[src/rtl/mips_pkg.sv]
// Shared definitions for the MIPS datapath: default widths, the hardwired zero
// register index and the writeback bus bundle driven by the WB stage.
package mips_pkg;

  localparam int DEF_DATA_W = 32;
  localparam int DEF_ADDR_W = 5;

  localparam logic [DEF_ADDR_W-1:0] REG_ZERO = 5'd0;

  typedef struct packed {
    logic                  RegWrite;
    logic [DEF_ADDR_W-1:0] WriteReg;
    logic [DEF_DATA_W-1:0] WriteData;
  } wb_bus_t;

endpackage

[src/rtl/reg_scoreboard.sv]
// Pending-write scoreboard: one bit per architectural register marking a load
// still in flight. Issue sets, kill or writeback clears, issue wins because it
// belongs to the younger instruction. Pending outputs are masked by a same-cycle
// writeback so the hazard resolves together with the operand bypass.
module reg_scoreboard
  import mips_pkg::*;
#(
  parameter int ADDR_W = DEF_ADDR_W
) (
  input  logic              clk,
  input  logic              reset,
  input  logic              IssueValid,
  input  logic [ADDR_W-1:0] IssueReg,
  input  logic              KillValid,
  input  logic [ADDR_W-1:0] KillReg,
  input  logic              RegWrite,
  input  logic [ADDR_W-1:0] WriteReg,
  input  logic [ADDR_W-1:0] ReadReg1,
  input  logic [ADDR_W-1:0] ReadReg2,
  output logic              Pending1,
  output logic              Pending2
);

  localparam int NREG = 1 << ADDR_W;

  logic [NREG-1:0] pend_q;
  logic [NREG-1:0] pend_d;

  // Next-state per index: issue set, else kill clear, else writeback clear, else hold.
  always_comb begin
    pend_d = pend_q;
    for (int r = 1; r < NREG; r++) begin
      if (IssueValid && (IssueReg == ADDR_W'(r))) begin
        pend_d[r] = 1'b1;
      end else if (KillValid && (KillReg == ADDR_W'(r))) begin
        pend_d[r] = 1'b0;
      end else if (RegWrite && (WriteReg == ADDR_W'(r))) begin
        pend_d[r] = 1'b0;
      end
    end
    // Register zero is constant and can never await a load.
    pend_d[0] = 1'b0;
  end

  // Pending-bit array with synchronous clear.
  always_ff @(posedge clk) begin
    if (reset) begin
      pend_q <= '0;
    end else begin
      pend_q <= pend_d;
    end
  end

  // Operand hazard flags, cancelled by a writeback landing this very cycle.
  always_comb begin
    Pending1 = pend_q[ReadReg1] && !(RegWrite && (WriteReg == ReadReg1));
    Pending2 = pend_q[ReadReg2] && !(RegWrite && (WriteReg == ReadReg2));
  end

endmodule

[src/rtl/regfile_wb.sv]
// Architectural register file terminating the writeback path. Owns the storage
// array, the write-to-read bypass for both decode operands and the raw debug
// port; the load-use scoreboard lives in reg_scoreboard.
module regfile_wb
  import mips_pkg::*;
#(
  parameter int DATA_W = DEF_DATA_W,
  parameter int ADDR_W = DEF_ADDR_W
) (
  input  logic              clk,
  input  logic              reset,
  input  logic              RegWrite,
  input  logic [ADDR_W-1:0] WriteReg,
  input  logic [DATA_W-1:0] WriteData,
  input  logic [ADDR_W-1:0] ReadReg1,
  input  logic [ADDR_W-1:0] ReadReg2,
  output logic [DATA_W-1:0] ReadData1,
  output logic [DATA_W-1:0] ReadData2,
  input  logic              IssueValid,
  input  logic [ADDR_W-1:0] IssueReg,
  input  logic              KillValid,
  input  logic [ADDR_W-1:0] KillReg,
  output logic              Pending1,
  output logic              Pending2,
  output logic              Stall,
  input  logic [ADDR_W-1:0] DbgReg,
  output logic [DATA_W-1:0] DbgData
);

  localparam int NREG = 1 << ADDR_W;

  logic [DATA_W-1:0] regs_q [NREG];
  logic [DATA_W-1:0] regs_d [NREG];
  logic              wr_en;

  // Writes to register zero are discarded so it always reads as zero.
  assign wr_en = RegWrite && (WriteReg != '0);

  // Storage next state: only the addressed register changes on a valid write.
  always_comb begin
    regs_d = regs_q;
    if (wr_en) begin
      regs_d[WriteReg] = WriteData;
    end
    regs_d[0] = '0;
  end

  // Register array with synchronous clear; reset overrides a concurrent write.
  always_ff @(posedge clk) begin
    if (reset) begin
      for (int i = 0; i < NREG; i++) begin
        regs_q[i] <= '0;
      end
    end else begin
      regs_q <= regs_d;
    end
  end

  // Operand read: zero register, else same-cycle writeback, else stored value.
  function automatic logic [DATA_W-1:0] read_port(
    input logic [ADDR_W-1:0] idx,
    input logic [DATA_W-1:0] stored
  );
    if (idx == '0) begin
      return '0;
    end else if (RegWrite && (WriteReg == idx)) begin
      return WriteData;
    end else begin
      return stored;
    end
  endfunction

  // Bypassed operand reads and the raw debug read.
  always_comb begin
    ReadData1 = read_port(ReadReg1, regs_q[ReadReg1]);
    ReadData2 = read_port(ReadReg2, regs_q[ReadReg2]);
    DbgData   = (DbgReg == '0) ? '0 : regs_q[DbgReg];
  end

  reg_scoreboard #(
    .ADDR_W(ADDR_W)
  ) u_scoreboard (
    .clk        (clk),
    .reset      (reset),
    .IssueValid (IssueValid),
    .IssueReg   (IssueReg),
    .KillValid  (KillValid),
    .KillReg    (KillReg),
    .RegWrite   (RegWrite),
    .WriteReg   (WriteReg),
    .ReadReg1   (ReadReg1),
    .ReadReg2   (ReadReg2),
    .Pending1   (Pending1),
    .Pending2   (Pending2)
  );

  assign Stall = Pending1 | Pending2;

endmodule

[config.mk]
export PLATFORM = sky130hd
export DESIGN_NAME = regfile_wb
export DESIGN_NICKNAME = d
export VERILOG_FILES = /design/src/rtl/mips_pkg.sv /design/src/rtl/reg_scoreboard.sv /design/src/rtl/regfile_wb.sv
export SDC_FILE = /design/constraint.sdc
export NUM_CORES = 2
export LEC_CHECK = 0
export CAP_MARGIN = 30
export CORE_MARGIN = 5
export CORE_UTILIZATION = 30
export CTS_CLUSTER_DIAMETER = 120
export DETAILED_ROUTE_END_ITERATION = 16
export GPL_TIMING_DRIVEN = 0
export PLACE_DENSITY = 0.43
export SETUP_SLACK_MARGIN = 0.15
export SLEW_MARGIN = 5
export SYNTH_ARGS = -nofsm -noshare
export SYNTH_HDL_FRONTEND = slang
export SYNTH_HIERARCHICAL = 1
export SYNTH_SLANG_ARGS = --single-unit
[constraint.sdc]
create_clock -name clk -period 5.2 [get_ports clk]
set_clock_uncertainty 0.15 [all_clocks]
set_input_delay 1.04 -clock clk [delete_from_list [all_inputs] [get_ports clk]]
set_output_delay 1.04 -clock clk [all_outputs]
set_load 0.01 [all_outputs]
# Yosys cells after proc, flatten, opt, wreduce, memory -nomap -nowiden
# Cells that the tools add are included.
# classes
addsub	0
n_mul	0
div	0
n_lt_le_gt_ge	7
eq_ne	95
shifts	0
mux	114
bitwise	5
reduce_logical	136
# ops
cell	n
$bwmux 1024	1
$bmux 32 s5	3
$mux 32	12
$eq 5x5->1 const B	48
$demux 32 s5	1
$eq 5x4->1 const B	24
$logic_and 1x1->1	99
$mux 1	95
$reduce_bool 3->1	31
$eq 5x3->1 const B	12
$eq 5x2->1 const B	6
$ge 6x6->1 const B	4
$not 5->6	4
$eq 5x1->1 const B	3
$logic_not 5->1	3
$lt 5x6->1 const B	2
$bmux 1 s5	2
$eq 5x5->1	2
$lt 6x1->1 const B	1
$reduce_bool 5->1	1
$logic_not 1->1	2
$or 1x1->1	1
# word_totals
ff_bits	1056
latch_bits	0
mem_bits_rw	0
rom_bits	0
inputBits	67
elab_cells	421
memories	0

# Logic depth before layout (Yosys ltp)
# logic_depth
depth_word	6
depth_mapped	10

# Hierarchy
# The synthesis kept the hierarchy.
# by_module_without_submodules
module	n_inst	cells_per_inst	area_each_um2	seq_area_each_um2
regfile_wb	1	6502	58675.0	19859.0
reg_scoreboard	1	253	2319.7	620.6

# Worst setup path before layout
# No wires, ideal clock.
# synth_timing
kind	in2out
from	in DbgReg[1]
to	out DbgData[17]
arrival_ns	2.934
required_time_ns	4.010
path_slack_ns	1.076
path_stages	6
n_path_buf	3
path_cell_list	buf_2 clkbuf_1 clkbuf_1 mux4_2 mux4_2 mux2_2
# synth_between
elab_chain_cells	5
word_cells_on_any_way	6
classes_between	mux (4); bitwise (1); reduce/logical (1)
# synth_lines
item	line	text
from (decl)	regfile_wb.sv:26	input logic [ADDR_W-1:0] DbgReg,
$not 5->6 (not written as such)	regfile_wb.sv:77	DbgData = (DbgReg == '0) ? '0 : regs_q[DbgReg];
$bmux 32 s5	regfile_wb.sv:77	
$mux 32 (not written as such) (2 in a row)	regfile_wb.sv:77	
$mux 32 (*)	regfile_wb.sv:77	
to (decl)	regfile_wb.sv:27	output logic [DATA_W-1:0] DbgData
# Every way passes the cells marked *; elsewhere a longest branch is shown, timed or not. The select of a mux whose other input is x is not followed.

# Worst setup path after layout
# layout_timing
from	in DbgReg[0]
to	out DbgData[3]
# Same word-level chain as after synthesis.

==> out/metrics.csv <==
stage,metric,value,unit
sta,post-route-period-util,99.6,%
grt,grt.overflow.total,0,
worst_hold_path,timing.hold.worst.class,reg -> reg,
synth,synthesis.instances,6755,
synth,synth_top_area_share,33.6,%
grt,first_global_vias,58300,
grt,grt_start_max_net_pins,17,
layout,post_route_cells_drive_above_1_share,25.0,%
placed_design,estimated_wirelength_of_the_detail_placed_design,353,mm
layout,multi_input_comb_area,0.0393,mm²
worst_setup_path,crit_arrival,3990,ps
synth,yosys_warnings,6,
drt,dr.first_iter.drc_count,9402,
synth,postSynthNetCount,6822,
die,fp.coreArea,0.202,mm²
sta,finalSetupViolations,0,
power,max-vdd-ir-drop,0.000389,V
die,die-width,461,µm
die,rows,165,
worst_setup_path,worstSetupEndpointType,primary output,
grt,globalRouteTotalUtil,41.1,%
power,cell_leakage_power,0.0255,µW
clock_tree,root_buffer,sky130_fd_sc_hd__clkbuf_16,
placed_design,place.gp.congestion,1.05,
grt,wire_length_of_the_first_global_routing_pass,576,mm
layout,postLayoutCoreUtil,38.2,%
clock_tree,cts_made_buffers,134,
sta,report.final.slew_viol_count,0,
sta,max_clock_freq,193,MHz
layout,finish.net_count,7289,
placed_design,portBuffers,124,
grt,globalRouteMet3Util,15.7,%
drt,drt-vias-per-instance,6.35,
clock_tree,hold_buffers,0,
sta,rsz0062_at_grt,true,
drt,post_drt_wl_per_cell,44.9,µm
clock_tree,clock_latency_of_the_later_clocked_register_in_the_worst_skew_pair,820,ps
worst_setup_path,setup.worst_path.start_class,primary input,
grt,groute.layer.met2.usage,59.1,%
sta,fin_hold_ws,331,ps
sta,max_slew.worst_pin.slew,1220,ps
synth,yosys_most_used_dff,sky130_fd_sc_hd__dfxtp_1,
sta,layout_min_cycle_time,5180,ps
power,power_density,282,mW/mm²
drt,postRouteWirelength,450,mm
worst_setup_path,timing_worst_setup_path_type,in -> out,
synth,most_common_cell_in_the_synthesized_netlist,sky130_fd_sc_hd__nand2_1,
clock_tree,cts_tree,built,
die,die-area,0.212,mm²
layout,num-fill-cells,20600,
placed_design,dpl_worst_slack,-2430,ps
synth,netlist_top_cells_area,"sky130_fd_sc_hd__dfxtp_1 34%, sky130_fd_sc_hd__mux4_2 24%, sky130_fd_sc_hd__nand2_1 13%",
clock_tree,h-tree-depth,4,
synth,synthArstFlopShare,0,%
layout,ff_latch_area,0.0205,mm²
layout,flow.area_growth_from_synthesis,26.7,%
sta,slack_of_the_critical_path,23.2,ps
worst_setup_path,crit_fanout,10,
grt,initial_antenna_violation_count,39,
drt,drt_pre_antenna_iters,6,
layout,instances_no_fill,10000,
sta,timing.slew.headroom,18.6,%
die,boundaryPins,166,
sta,final-hold-violation-count,0,
synth,synth_sequential_area_ratio,33.6,%
drt,detail_route.drc_violations,0,
grt,grt-busiest-layer,met2,
synth,synthesis.area,0.0610,mm²
synth,synth-seq-cells,1023,
synth,synth.top_cells.by_count,"2059 x sky130_fd_sc_hd__nand2_1, 1070 x sky130_fd_sc_hd__a21oi_1, 1023 x sky130_fd_sc_hd__dfxtp_1, 663 x sky130_fd_sc_hd__mux4_2, 582 x sky130_fd_sc_hd__clkbuf_1",
drt,final_antenna_net_count,0,
drt,dr_total_vias,63600,
placed_design,dpl.cell_count,9654,
synth,synth_enable_flop_cells,0,
synth,postSynthAreaPerCell,9.03,µm²
clock_tree,worst_setup_hold_path_clk_slew,60,ps
worst_setup_path,cp_data_required_time,4010,ps
grt,global_routing_met1_resource_utilization,50.5,%
clock_tree,number_of_buffers_on_the_longest_clock_path,3,
synth,synthDistinctLibCells,69,
outcome,result_of_the_run,finished clean,
clock_tree,cts.sinks,1023,
sta,tns_setup,0,ps
die,start_util,30.1,%
synth,cell_accounting_for_the_most_synthesized_area,sky130_fd_sc_hd__dfxtp_1,
flow_run,max-cap-violations,0,
die,die_height,461,µm
cell families after synthesis:
group | synth area share [%]
AOI/OAI and AO/OA | 15.2
xor gates and xnor gates | 0.287
buffers and inverters | 5.22
DFF | 33.6
muxes | 30.0
and+or+nand+nor | 15.8
per-layer routing:
metal	share of wire, %	vias up
met3	12	1179
met2	41	4638
li1	-	25500
met1	38	32300
met5	0.033	-
met4	8.4	11
layout by cell type (no fill, tap or decap), types with 20 or more instances in the layout:
master	instances
sky130_fd_sc_hd__a21oi_1	1034
sky130_fd_sc_hd__a21oi_2	27
sky130_fd_sc_hd__a221oi_1	48
sky130_fd_sc_hd__a22o_1	42
sky130_fd_sc_hd__a22oi_1	150
sky130_fd_sc_hd__a22oi_2	53
sky130_fd_sc_hd__buf_12	57
sky130_fd_sc_hd__buf_16	42
sky130_fd_sc_hd__buf_2	20
sky130_fd_sc_hd__buf_4	93
sky130_fd_sc_hd__buf_6	74
sky130_fd_sc_hd__buf_8	87
sky130_fd_sc_hd__clkbuf_1	474
sky130_fd_sc_hd__clkbuf_16	153
sky130_fd_sc_hd__clkbuf_2	64
sky130_fd_sc_hd__clkbuf_4	38
sky130_fd_sc_hd__clkbuf_8	54
sky130_fd_sc_hd__clkdlybuf4s50_1	60
sky130_fd_sc_hd__clkinv_2	20
sky130_fd_sc_hd__dfxtp_1	1023
sky130_fd_sc_hd__dlygate4sd2_1	36
sky130_fd_sc_hd__mux2_2	126
sky130_fd_sc_hd__mux2i_1	141
sky130_fd_sc_hd__mux4_2	663
sky130_fd_sc_hd__nand2_1	2054
sky130_fd_sc_hd__nand3_1	44
sky130_fd_sc_hd__nor2_1	128
sky130_fd_sc_hd__nor2b_1	23
sky130_fd_sc_hd__o22ai_1	25
per-stage QoR:
stage               power, µW  cell area [µm²]
floorplan                9390            61000
global placement        11100            65600
detailed placement      11200            67200
CTS                     21600            76700
global route            22100            77300
finish                  21800            77300
registers in the layout, indices dropped and copies added (netlist names):
signal	flops
u_scoreboard/pend_q	31
regs_q	992
area by class of cell:
| cell class | count | area share [%] |
|---|---|---|
| Sequential cell | 1023 | 26.5 |
| Clock inverter | 48 | 0.837 |
| Multi-Input combinational cell | 4968 | 50.8 |
| Inverter | 5 | 0.0372 |
| Tap cell | 2672 | 4.32 |
| Antenna cell | 19 | 0.0615 |
| Buffer | 758 | 7.01 |
| Timing Repair Buffer | 332 | 5.23 |
| Clock buffer | 190 | 5.20 |
where the power goes:
| part | internal (µW) | total, µW | switching [µW] |
|---|---|---|---|
| sequential | 7900 | 7970 | 71.3 |
| combinational | 1110 | 3610 | 2510 |
| clock | 6030 | 10300 | 4220 |
| total | 15000 | 21800 | 6800 |
worst max-delay path: stages:
cell                              delay [ps]
sky130_fd_sc_hd__buf_6                   190
sky130_fd_sc_hd__buf_12                  240
sky130_fd_sc_hd__buf_12                  290
sky130_fd_sc_hd__buf_12                  260
sky130_fd_sc_hd__buf_8                   300
sky130_fd_sc_hd__mux2i_1                 400
sky130_fd_sc_hd__nor2_1                   70
sky130_fd_sc_hd__a311oi_1                420
sky130_fd_sc_hd__a21oi_4                 170
sky130_fd_sc_hd__clkdlybuf4s50_1         540
path summary, 6_finish.rpt:
path / start / end / slack (ps) / cells after the start
setup / recovery: DbgReg[0] / DbgData[3] / 20 / 10
hold reg to reg: regs_q[820] / regs_q[820] / 330 / 2
hold / removal: regs_q[820] / regs_q[820] / 330 / 2
setup reg to reg: regs_q[448] / regs_q[448] / 4010 / 2
timing repair:
action | in CTS | in global routing
cloned | 3 | 1
gates resized for setup | 1051 | 67
buffers inserted | 74 | 20
pin swaps | 82 | 36
setup endpoints to repair | 98 | 41
Power figures use the tool's default switching activity.
